`src/rtl/fifo_stream_reader.sv`:
```
// Streams words from a registered-output FIFO onto a valid/ready interface.
// A 2-entry skid buffer absorbs the one-cycle FIFO read latency without bubbles.
module fifo_stream_reader #(
  parameter int unsigned DATA_W = 4,
  parameter int unsigned CNT_W  = 8
) (
  input  logic              clk,
  input  logic              reset,
  input  logic              en,
  input  logic              fifo_empty,
  input  logic [DATA_W-1:0] fifo_data,
  output logic              fifo_rd_en,
  output logic              m_valid,
  output logic [DATA_W-1:0] m_data,
  input  logic              m_ready,
  output logic              busy,
  output logic [CNT_W-1:0]  word_cnt
);

  typedef enum logic [1:0] {
    IDLE  = 2'd0,
    RUN   = 2'd1,
    DRAIN = 2'd2
  } state_t;

  state_t            r_state;
  state_t            w_state_nxt;
  logic [DATA_W-1:0] r_buf0;
  logic [DATA_W-1:0] r_buf1;
  logic [1:0]        r_buf_cnt;
  logic              r_inflight;
  logic [CNT_W-1:0]  r_word_cnt;
  logic              w_pop;
  logic              w_wr;
  logic [1:0]        w_occ;

  assign w_pop = m_valid & m_ready;
  assign w_wr  = r_inflight;

  // Occupancy next cycle before any new read; bounded by 2 since
  // buf_cnt + inflight never exceeds 2 and pop implies buf_cnt >= 1.
  assign w_occ = r_buf_cnt + {1'b0, r_inflight} - {1'b0, w_pop};

  assign fifo_rd_en = (r_state == RUN) && !fifo_empty && (w_occ <= 2'd1);
  assign m_valid    = (r_buf_cnt != 2'd0);
  assign m_data     = r_buf0;
  assign busy       = (r_state != IDLE);
  assign word_cnt   = r_word_cnt;

  always_ff @(posedge clk or negedge reset) begin
    if (!reset) begin
      r_state <= IDLE;
    end else begin
      r_state <= w_state_nxt;
    end
  end

  always_comb begin
    w_state_nxt = r_state;
    unique case (r_state)
      IDLE: begin
        if (en) w_state_nxt = RUN;
      end
      RUN: begin
        if (!en) w_state_nxt = DRAIN;
      end
      DRAIN: begin
        if (en) begin
          w_state_nxt = RUN;
        end else if ((r_buf_cnt == 2'd0) && !r_inflight) begin
          w_state_nxt = IDLE;
        end
      end
      default: w_state_nxt = IDLE;
    endcase
  end

  always_ff @(posedge clk or negedge reset) begin
    if (!reset) begin
      r_inflight <= 1'b0;
    end else begin
      r_inflight <= fifo_rd_en;
    end
  end

  // Head is always r_buf0; a pop shifts r_buf1 forward, a write lands at the tail.
  always_ff @(posedge clk or negedge reset) begin
    if (!reset) begin
      r_buf0    <= '0;
      r_buf1    <= '0;
      r_buf_cnt <= '0;
    end else begin
      unique case ({w_wr, w_pop})
        2'b10: begin
          if (r_buf_cnt == 2'd0) begin
            r_buf0 <= fifo_data;
          end else begin
            r_buf1 <= fifo_data;
          end
          r_buf_cnt <= r_buf_cnt + 2'd1;
        end
        2'b01: begin
          r_buf0    <= r_buf1;
          r_buf_cnt <= r_buf_cnt - 2'd1;
        end
        2'b11: begin
          if (r_buf_cnt == 2'd1) begin
            r_buf0 <= fifo_data;
          end else begin
            r_buf0 <= r_buf1;
            r_buf1 <= fifo_data;
          end
        end
        default: begin
        end
      endcase
    end
  end

  always_ff @(posedge clk or negedge reset) begin
    if (!reset) begin
      r_word_cnt <= '0;
    end else if (w_pop) begin
      r_word_cnt <= r_word_cnt + CNT_W'(1);
    end
  end

endmodule

```
`config.mk`:
```
export PLATFORM = sky130hd
export DESIGN_NAME = fifo_stream_reader
export DESIGN_NICKNAME = d
export VERILOG_FILES = /design/src/rtl/fifo_stream_reader.sv
export SDC_FILE = /design/constraint.sdc
export NUM_CORES = 1
export LEC_CHECK = 0
export CORE_ASPECT_RATIO = 0.8
export CORE_UTILIZATION = 40
export CTS_BUF_LIST = sky130_fd_sc_hd__clkbuf_16
export DETAILED_ROUTE_END_ITERATION = 7
export HOLD_SLACK_MARGIN = 0.03
export PLACE_DENSITY = 0.66
export SYNTH_ARGS = -nofsm -noshare
export SYNTH_HDL_FRONTEND = slang
export SYNTH_SLANG_ARGS = --single-unit
```
`constraint.sdc`:
```
create_clock -name clk -period 3.9 [get_ports clk]
set_input_delay 0.78 -clock clk [delete_from_list [all_inputs] [get_ports clk]]
set_output_delay 0.78 -clock clk [all_outputs]
set_load 0.02 [all_outputs]
```
==> results of run 1 <==
[layer usage]
metal	routed length (um)	part of all wire (%)	vias up	GRT usage, %
li1	-	-	378	-
met2	818	42	17	22.2
met5	0	0	-	0
met3	118	6.0	4	7.30
met1	996	51	343	20.0
met4	33	1.7	0	7.14
[stage by stage]
stage	hold WS [ns]	power [W]	area, um2
floorplan	0.458	0.000709	1060
global placement	0.461	0.000891	1340
detailed placement	0.469	0.000902	1340
CTS	0.477	0.00113	1420
global route	0.507	0.00119	1420
finish	0.468	0.00111	1420
[registers in the layout (all words and copies together), names as in the netlist]
register    cells
r_inflight      1
m_data          4
word_cnt        8
r_state         2
r_buf_cnt       2
r_buf1          4
[kinds of logic after synthesis]
kind of cell	synth area share [%]
adder cells (fa/ha/maj)	9.47
AND/OR/NAND/NOR	11.4
buffers and inverters	2.96
multiplexers	6.39
XOR/XNOR	8.28
AO/OA/AOI/OAI	11.8
flip-flops	49.7
[placed cells by master, fill, tap and decap left out, types with 3 or more instances in the layout]
cell,count
dfrtp_1,21
a31oi_1,4
o21ai_0,9
nor2b_1,3
clkbuf_16,3
xnor2_1,9
clkdlybuf4s50_1,22
inv_1,7
nor2_1,6
nand2_1,3
mux2_2,6
nand4_1,4
ha_1,8
[path summary, 6_finish.rpt]
kind                       slack [ns]  depth (start not counted)                      end                      from
hold reg to reg                  0.47                          1  word_cnt[7]$_DFFE_PN0P_   word_cnt[7]$_DFFE_PN0P_
max in group asynchronous        2.28                          1  word_cnt[2]$_DFFE_PN0P_                     reset
min in group asynchronous        1.05                          1    m_data[3]$_DFFE_PN0P_                     reset
hold / removal                   0.47                          1  word_cnt[7]$_DFFE_PN0P_   word_cnt[7]$_DFFE_PN0P_
setup reg to reg                 1.68                          8    r_buf1[2]$_DFFE_PN0P_  r_buf_cnt[0]$_DFFE_PN0N_
setup / recovery                 0.60                          7               fifo_rd_en                   m_ready
[area by class of cell]
type | count | area share [%]
Inverter | 7 | 1.85
Timing Repair Buffer | 24 | 16.9
Clock inverter | 1 | 0.353
Clock buffer | 3 | 5.30
Multi-Input combinational cell | 65 | 35.3
Sequential cell | 21 | 37.1
Tap cell | 36 | 3.18
[power by group through the flow]
stage	combinational, W	clock (W)	sequential [W]
2_1_floorplan	0.000280	0	0.000429
6_report	0.000512	0.000217	0.000380
3_5_place_dp	0.000518	0	0.000385
4_1_cts	0.000520	0.000226	0.000381
5_1_grt	0.000563	0.000236	0.000393
3_3_place_gp	0.000511	0	0.000380
==> run summary, run 1 <==
Status - complete, no violations
Net Switching - 0.000404 W
Top-count cell post-synth - dfrtp_1
Clock tree buffer depth - 2
Leak Pwr - 0.616 nW
Max Cap Viol - 0
H-tree Lvls - 1
PostCTS Resize Cnt - 0
TNS Setup - 0 ns
Worst stage delay on the critical path - 0.49 ns
Mapped Nets - 111
Core outline area - 2480 um2
Syn avg cell area - 11.2 um2
Final count of pins violating max slew - 0
Setup Viol. Count Final - 0
Worst setup EP type - output port
Clk sinks - 21
Post-Place Setup Slack - 0.174 ns
Vias in the first global route - 638
F_max - 303 MHz
DR iter-0 viols - 9
RSZ-0062 raised after global routing - no
Share of cells above drive strength 1 - 11.6%
Final non-filler cell total - 157
Reg clk slew, reported paths - 0.06 ns
Maximum VDD drop - 0.292 mV
Nets - 139
Relative slew slack - 37.1%
Finished Core Util - 57.1%
Total GRT Usage - 15.5%
Yosys top cell area share - 49.7%
Synthesis-stage register bit count - 21
PortBufs - 23
DP HPWL - 1.48 mm
Synth async-reset ratio - 100%
Post-CTS Hold Buffers - 0
Row cnt - 16
Final WL - 1.97 mm
Max Fanout on Critical Path - 5
Routed Antenna Nets - 0
Cell Area, Synth - 1060 um2
Num CTS Buffers - 3
Crit-path most repeated cell - nor2b_1
Gate power share - 46.2%
Largest net degree at the start of global routing - 22
Area of the multi-input gates - 500 um2
Die area - 2850 um2
Placer congestion estimate - 0.752
Pwr Density - 782 nW/um2
Ys flop type - dfrtp_1
Die width - 59.5 um
Congestion Overflow GR - 0
Clock latency on the worst-skew pair - 0.25 ns
Clock power share - 19.6%
CP Cell Sequence - clkdlybuf4s50_1 -> nor2b_1 -> ha_1 -> nor2b_1 -> xnor2_1 -> nor3_1 -> dlymetal6s2s_1
CTS tree - built
Starting Density - 42.6%
# Post-CTS Setup Buffers - 0
Worst setup path class - in2out
Tcrit/Tclk final - 84.6%
Hold crit path type - reg2reg
Synth-to-layout area growth - 34.1%
Final Hold Vio Count - 0
Post-synth EDFFs - 0
Initial antenna violation count - 0
Minimum clock period - 3.30 ns
Die Ht - 48.0 um
Drt pass-1 iters - 5
Startpoint types - primary input
First-pass GRT wire length - 3.03 mm
Largest cells by area after synthesis - dfrtp_1 50%, ha_1 9.5%, xnor2_1 7.5%
Remaining DRCs - 0
# diodes - 0
Clock skew - 0.00207 ns
Via density per instance - 4.73
CTS root buf - clkbuf_16
Crit path max-delay cell type - clkdlybuf4s50_1
Top Family by Delay on Critical Path - buffers and inverters
Switching part of the total power - 36.5%
Worst setup margin - 0.599 ns
Most frequent cells after synthesis - 21 x dfrtp_1, 9 x o21ai_0, 9 x xnor2_1, 8 x ha_1, 7 x inv_1
FF/Latch Area - 526 um2
DR vias - 742
Least-Margin Pin Slew - 0.941 ns
Yosys warns - 0
Library cells used by synthesis - 25
Crit path buffers/inverters - 2
Synth Instances - 94
Fillers - 235
I/O Pins - 24
Sequential power share - 34.2%
Avg WL per Cell - 12.5 um
Worst path required time - 3.12 ns
Largest area contributor in the netlist - dfrtp_1
P_int - 0.000705 W
Crit path DAT - 2.52 ns
Placed Cells - 153
Part of the Yosys area used for sequential elements - 49.7%
No activity file was read; power rests on OpenSTA's default activity.
==> run 2: changes to the inputs <==
- clock period: 3.9 -> 3.35 ns (I/O delays scaled with it)
==> run summary, run 2 (synthesized netlist as in run 1, its figures left out) <==
First-pass GRT wire length - 2.87 mm (-5.2%)
Max Cap Viol - 0 (unchanged)
Share of cells above drive strength 1 - 14.5% (+2.9 points)
Clk sinks - 21 (unchanged)
Die area - 2850 um2 (unchanged)
Startpoint types - primary input
CTS tree - built
DP HPWL - 1.53 mm (+3.1%)
# diodes - 0 (unchanged)
Starting Density - 42.6% (unchanged)
Least-Margin Pin Slew - 0.936 ns (-0.00470 ns)
Setup Viol. Count Final - 0 (unchanged)
Fillers - 237 (+0.85%)
Minimum clock period - 3.09 ns
CTS root buf - clkbuf_16
PortBufs - 23 (unchanged)
Relative slew slack - 37.4% (+0.31 points)
Worst setup path class - in2out
Clock skew - 0.00162 ns (-0.000457 ns)
Initial antenna violation count - 0 (unchanged)
Power, Total - 0.00130 W (+18%)
Avg WL per Cell - 12.3 um (-2.2%)
Via density per instance - 4.75 (+0.51%)
Finished Core Util - 58.0% (+0.86 points)
Status - complete, no violations
Largest net degree at the start of global routing - 22 (unchanged)
Vias in the first global route - 625 (-2.0%)
Congestion Overflow GR - 0 (unchanged)
FF/Latch Area - 526 um2 (unchanged)
DR iter-0 viols - 21 (+12)
Final count of pins violating max slew - 0 (unchanged)
Commonest non-fill, non-tap cell in the layout - clkdlybuf4s50_1
Nets - 142 (+2.2%)
Total GRT Usage - 14.7% (-0.83 points)
Post-route design area - 1440 um2 (+1.5%)
H-tree Lvls - 1 (unchanged)
Die width - 59.5 um (unchanged)
Pwr Density - 906 nW/um2 (+16%)
Worst setup EP type - output port
Num CTS Buffers - 3 (unchanged)
Hold Worst Slack - 0.470 ns (+0.00202 ns)
Core outline area - 2480 um2 (unchanged)
Final WL - 1.96 mm (-0.31%)
Routed Antenna Nets - 0 (unchanged)
Area of the multi-input gates - 503 um2 (+0.50%)
I/O Pins - 24 (unchanged)
Max Fanout on Critical Path - 3 (-2)
Clock latency on the worst-skew pair - 0.25 ns (about the same)
Hold crit path type - reg2reg
Synth-to-layout area growth - 36.1%
Drt pass-1 iters - 4 (-1)
Placed cell area - 1360 um2 (+1.7%)
Die Ht - 48.0 um (unchanged)
Remaining DRCs - 0 (unchanged)
F_max - 324 MHz
Row cnt - 16 (unchanged)
Crit path DAT - 2.42 ns (-0.10 ns)
Max reg flops - 8 (unchanged)
Clock tree buffer depth - 2 (unchanged)
Most frequent cells in the layout - 22 x clkdlybuf4s50_1, 21 x dfrtp_1, 9 x xnor2_1, 9 x o21ai_0, 8 x ha_1
RSZ-0062 raised after global routing - no
Leak Pwr - 0.619 nW (+0.56%)
DR vias - 760 (+2.4%)
Worst path required time - 2.68 ns (-0.44 ns)
Tcrit/Tclk final - 92.2%
Final Hold Vio Count - 0 (unchanged)
Reg clk slew, reported paths - 0.05 ns (about the same)
# Post-CTS Setup Buffers - 0 (unchanged)
TNS Setup - 0 ns (unchanged)
Placer congestion estimate - 0.725 (-3.5%)
Maximum VDD drop - 0.446 mV (+52%)
## run 2: cell types whose count changed in the layout (fill, tap and decap cells not counted), sizes merged
cell and delta:
buf +3, dlygate4sd1 +1, dlymetal6s2s -1
## run 2: final cells by class
type	count	area share, %
Timing Repair Buffer	27	18.0
Inverter	7	1.83
Clock buffer	3	5.22
Clock inverter	1	0.348
Sequential cell	21	36.5
Tap cell	36	3.13
Multi-Input combinational cell	65	35.0
## run 2: critical path: stages
cell	delay (ns)
clkdlybuf4s50_1	0.47
nor2b_2	0.19
ha_1	0.27
nor2b_1	0.17
xnor2_1	0.08
nor3_1	0.21
dlygate4sd1_1	0.35
## run 2: worst paths after layout
check                                     endpoint                     start  slack, ns  depth (start not counted)
min in group asynchronous    m_data[0]$_DFFE_PN0P_                     reset       0.95                          1
max                                     fifo_rd_en                   m_ready       0.26                          7
min reg2reg                word_cnt[7]$_DFFE_PN0P_   word_cnt[7]$_DFFE_PN0P_       0.47                          1
min                        word_cnt[7]$_DFFE_PN0P_   word_cnt[7]$_DFFE_PN0P_       0.47                          1
max in group asynchronous  word_cnt[2]$_DFFE_PN0P_                     reset       1.84                          1
max reg2reg                  r_buf1[1]$_DFFE_PN0P_  r_buf_cnt[0]$_DFFE_PN0N_       1.18                          8
## run 2: timing repair
item / in CTS / in global routing
hold buffers: 0 / 0
gates cloned: 0 / 0
endpoints found under the setup margin: 1 / 1
gates resized for setup: 1 / 3
## run 2: layer usage
layer	share of wire [%]	vias to the layer above	global-route usage (%)	wire length, um
li1	-	385	-	-
met1	47	353	18.6	929
met2	47	20	23.4	914
met3	5.4	2	5.95	105
met4	0.56	0	4.29	11
met5	0	-	0	0
## run 2: where the power goes
part	leakage [nW]	internal (W)	switching, W
combinational	0.321	0.000317	0.000300
sequential	0.257	0.000356	0.0000835
clock	0.0409	0.000160	0.0000875
total	0.619	0.000833	0.000471
## run 2: metrics by stage
stage | setup slack (ns) | instances
CTS | 0.127 | 160
detailed placement | -0.137 | 156
global placement | -0.0604 | 156
floorplan | 0.673 | 94
finish | 0.263 | 160
global route | 0.0958 | 160
==> run 3: changes to the inputs <==
- DONT_BUFFER_PORTS: default -> 1
- PLACE_DENSITY: 0.66 -> default
==> run summary, run 3 (synthesized netlist as in run 1, its figures left out) <==
Area of the multi-input gates - 500 um2 (-0.50%)
Congestion Overflow GR - 0 (unchanged)
Clock skew - 0.00206 ns (+0.000448 ns)
Fillers - 244 (+3.0%)
Tcrit/Tclk final - 84.8% (-7.3 points)
Final Hold Vio Count - 0 (unchanged)
GRT Max-Usage Layer - met2
Stages on worst setup path - 8 (+1)
Status - complete, no violations
Worst setup EP type - output port
FF/Latch Area - 526 um2 (unchanged)
Switching part of the total power - 39.2% (+3.1 points)
Relative slew slack - 76.0% (+39 points)
Placer congestion estimate - 0.744 (+2.6%)
P_int - 0.000704 W (-15%)
First-pass GRT wire length - 2.94 mm (+2.4%)
Max Cap Viol - 0 (unchanged)
Least-Margin Pin Slew - 0.360 ns (-0.576 ns)
CTS tree - built
Die area - 2850 um2 (unchanged)
Core outline area - 2480 um2 (unchanged)
Minimum clock period - 2.84 ns (-0.246 ns)
Via density per instance - 4.90 (+3.2%)
Net Switching - 0.000454 W (-3.5%)
Synth-to-layout area growth - 12.8%
Pwr Density - 972 nW/um2 (+7.2%)
Power, Total - 0.00116 W (-11%)
Share of cells above drive strength 1 - 15.2% (+0.64 points)
Largest net degree at the start of global routing - 22 (unchanged)
TNS Setup - 0 ns (unchanged)
R2R depth - 8 (unchanged)
Met3 Resource Use GR - 6.22% (+0.27 points)
GRT met1 Usage - 18.8% (+0.20 points)
PortBufs - 0 (-100%)
Worst stage delay on the critical path - 0.40 ns (-0.07 ns)
Reg clk slew, reported paths - 0.06 ns (about the same)
Hold Worst Slack - 0.108 ns (-0.362 ns)
Leak Pwr - 0.516 nW (-17%)
CP Cell Sequence - inv_1 -> ha_1 -> nor2b_1 -> ha_1 -> nor2b_1 -> xnor2_1 -> nor3_1 -> buf_4
Total GRT Usage - 14.8% (+0.068 points)
Gate power share - 33.2% (-14 points)
Post-route design area - 1190 um2 (-17%)
DR vias - 662 (-13%)
DR iter-0 viols - 44 (+110%)
Max reg flops - 8 (unchanged)
Die Ht - 48.0 um (unchanged)
Row cnt - 16 (unchanged)
Clock power share - 21.8% (+2.8 points)
H-tree Lvls - 1 (unchanged)
Routed Antenna Nets - 0 (unchanged)
Final WL - 1.82 mm (-7.3%)
Final count of pins violating max slew - 0 (unchanged)
Vias in the first global route - 659 (+5.4%)
Setup Viol. Count Final - 0 (unchanged)
Starting Density - 42.6% (unchanged)
Drt pass-1 iters - 4 (unchanged)
Crit path DAT - 2.17 ns (-0.25 ns)
RSZ-0062 raised after global routing - no
Clock latency on the worst-skew pair - 0.25 ns (about the same)
Placed cell area - 1110 um2 (-18%)
Avg WL per Cell - 13.5 um (+9.9%)
Remaining DRCs - 0 (unchanged)
Die width - 59.5 um (unchanged)
Post-CTS Hold Buffers - 0 (unchanged)
Hold crit path type - in2async
Crit path max-delay cell type - dfrtp_1
Worst path required time - 2.68 ns (about the same)
Max Fanout on Critical Path - 5 (+2)
Nets - 117 (-18%)
Crit path buffers/inverters - 2 (unchanged)
I/O Pins - 24 (unchanged)
Most frequent cells in the layout - 21 x dfrtp_1, 9 x xnor2_1, 9 x o21ai_0
# Post-CTS Setup Buffers - 0 (unchanged)
Met2 GRT Util - 22.5% (-0.90 points)
Startpoint types - flip-flop
DP HPWL - 1.38 mm (-9.9%)
# diodes - 0 (unchanged)
Maximum VDD drop - 0.529 mV (+19%)
Num CTS Buffers - 3 (unchanged)
Initial antenna violation count - 0 (unchanged)
Clk sinks - 21 (unchanged)
Top Family by Delay on Critical Path - simple AND/OR/NAND/NOR gates
Clock tree buffer depth - 2 (unchanged)
PostCTS Resize Cnt - 0 (-1)
Worst setup path class - reg2out
Commonest non-fill, non-tap cell in the layout - dfrtp_1
CTS root buf - clkbuf_16
F_max - 352 MHz (+8.7%)
Sequential power share - 45.0% (+11 points)
[run 3: changes by cell type in the layout (fill, tap and decap cells not counted)]
cell / delta
clkdlybuf4s50_1: -22
buf_4: -2
dlygate4sd1_1: -1
nor2b_1: +1
nor2b_2: -1
[run 3: cell type report]
cell class	count	area share, %
multi-input cells	65	42.0
flip-flops and latches	21	44.1
clock inverters	1	0.420
repair buffers	2	1.26
inverters	7	2.20
clock buffers	3	6.30
well taps	36	3.78
[run 3: layer usage]
metal	vias up	part of all wire, %
met1	311	47
met4	0	1.2
li1	332	-
met2	14	45
met3	5	6.5
met5	-	0
[run 3: path summary, 6_finish.rpt]
kind | startpoint | to | slack (ns)
worst max-delay path | r_buf_cnt[0]$_DFFE_PN0N_ | fifo_rd_en | 0.51
worst min-delay path | reset | r_state[0]$_DFFE_PN0P_ | 0.11
worst max register to register | r_buf_cnt[0]$_DFFE_PN0N_ | r_buf1[1]$_DFFE_PN0P_ | 1.11
worst min register to register | r_state[1]$_DFFE_PN0P_ | r_state[0]$_DFFE_PN0P_ | 0.49
max in group asynchronous | reset | word_cnt[4]$_DFFE_PN0P_ | 3.17
min in group clk | en | r_state[1]$_DFFE_PN0P_ | 0.47
[run 3: worst register-to-register path: stages, from the launching register on]
cell	delay [ns]
dfrtp_1	0.40
inv_1	0.08
ha_1	0.24
nor2b_1	0.23
buf_4	0.20
inv_1	0.05
ha_1	0.21
a211oi_4	0.34
mux2_2	0.37
[run 3: power by group through the flow]
stage	Sequential, W	Combinational [W]	Clock (W)
after floorplan	0.000500	0.000326	0
after global placement	0.000523	0.000375	0
after detailed placement	0.000525	0.000388	0
after CTS	0.000521	0.000390	0.000260
after global routing	0.000537	0.000437	0.000273
final	0.000521	0.000385	0.000253
[run 3: stage by stage]
step                utilization [%]  setup WS, ns  instances
floorplan                         -         0.673         94
global placement               44.8         0.869        131
detailed placement             44.8         0.791        131
CTS                            48.0         0.492        135
global route                   48.0         0.311        135
finish                         48.0         0.509        135
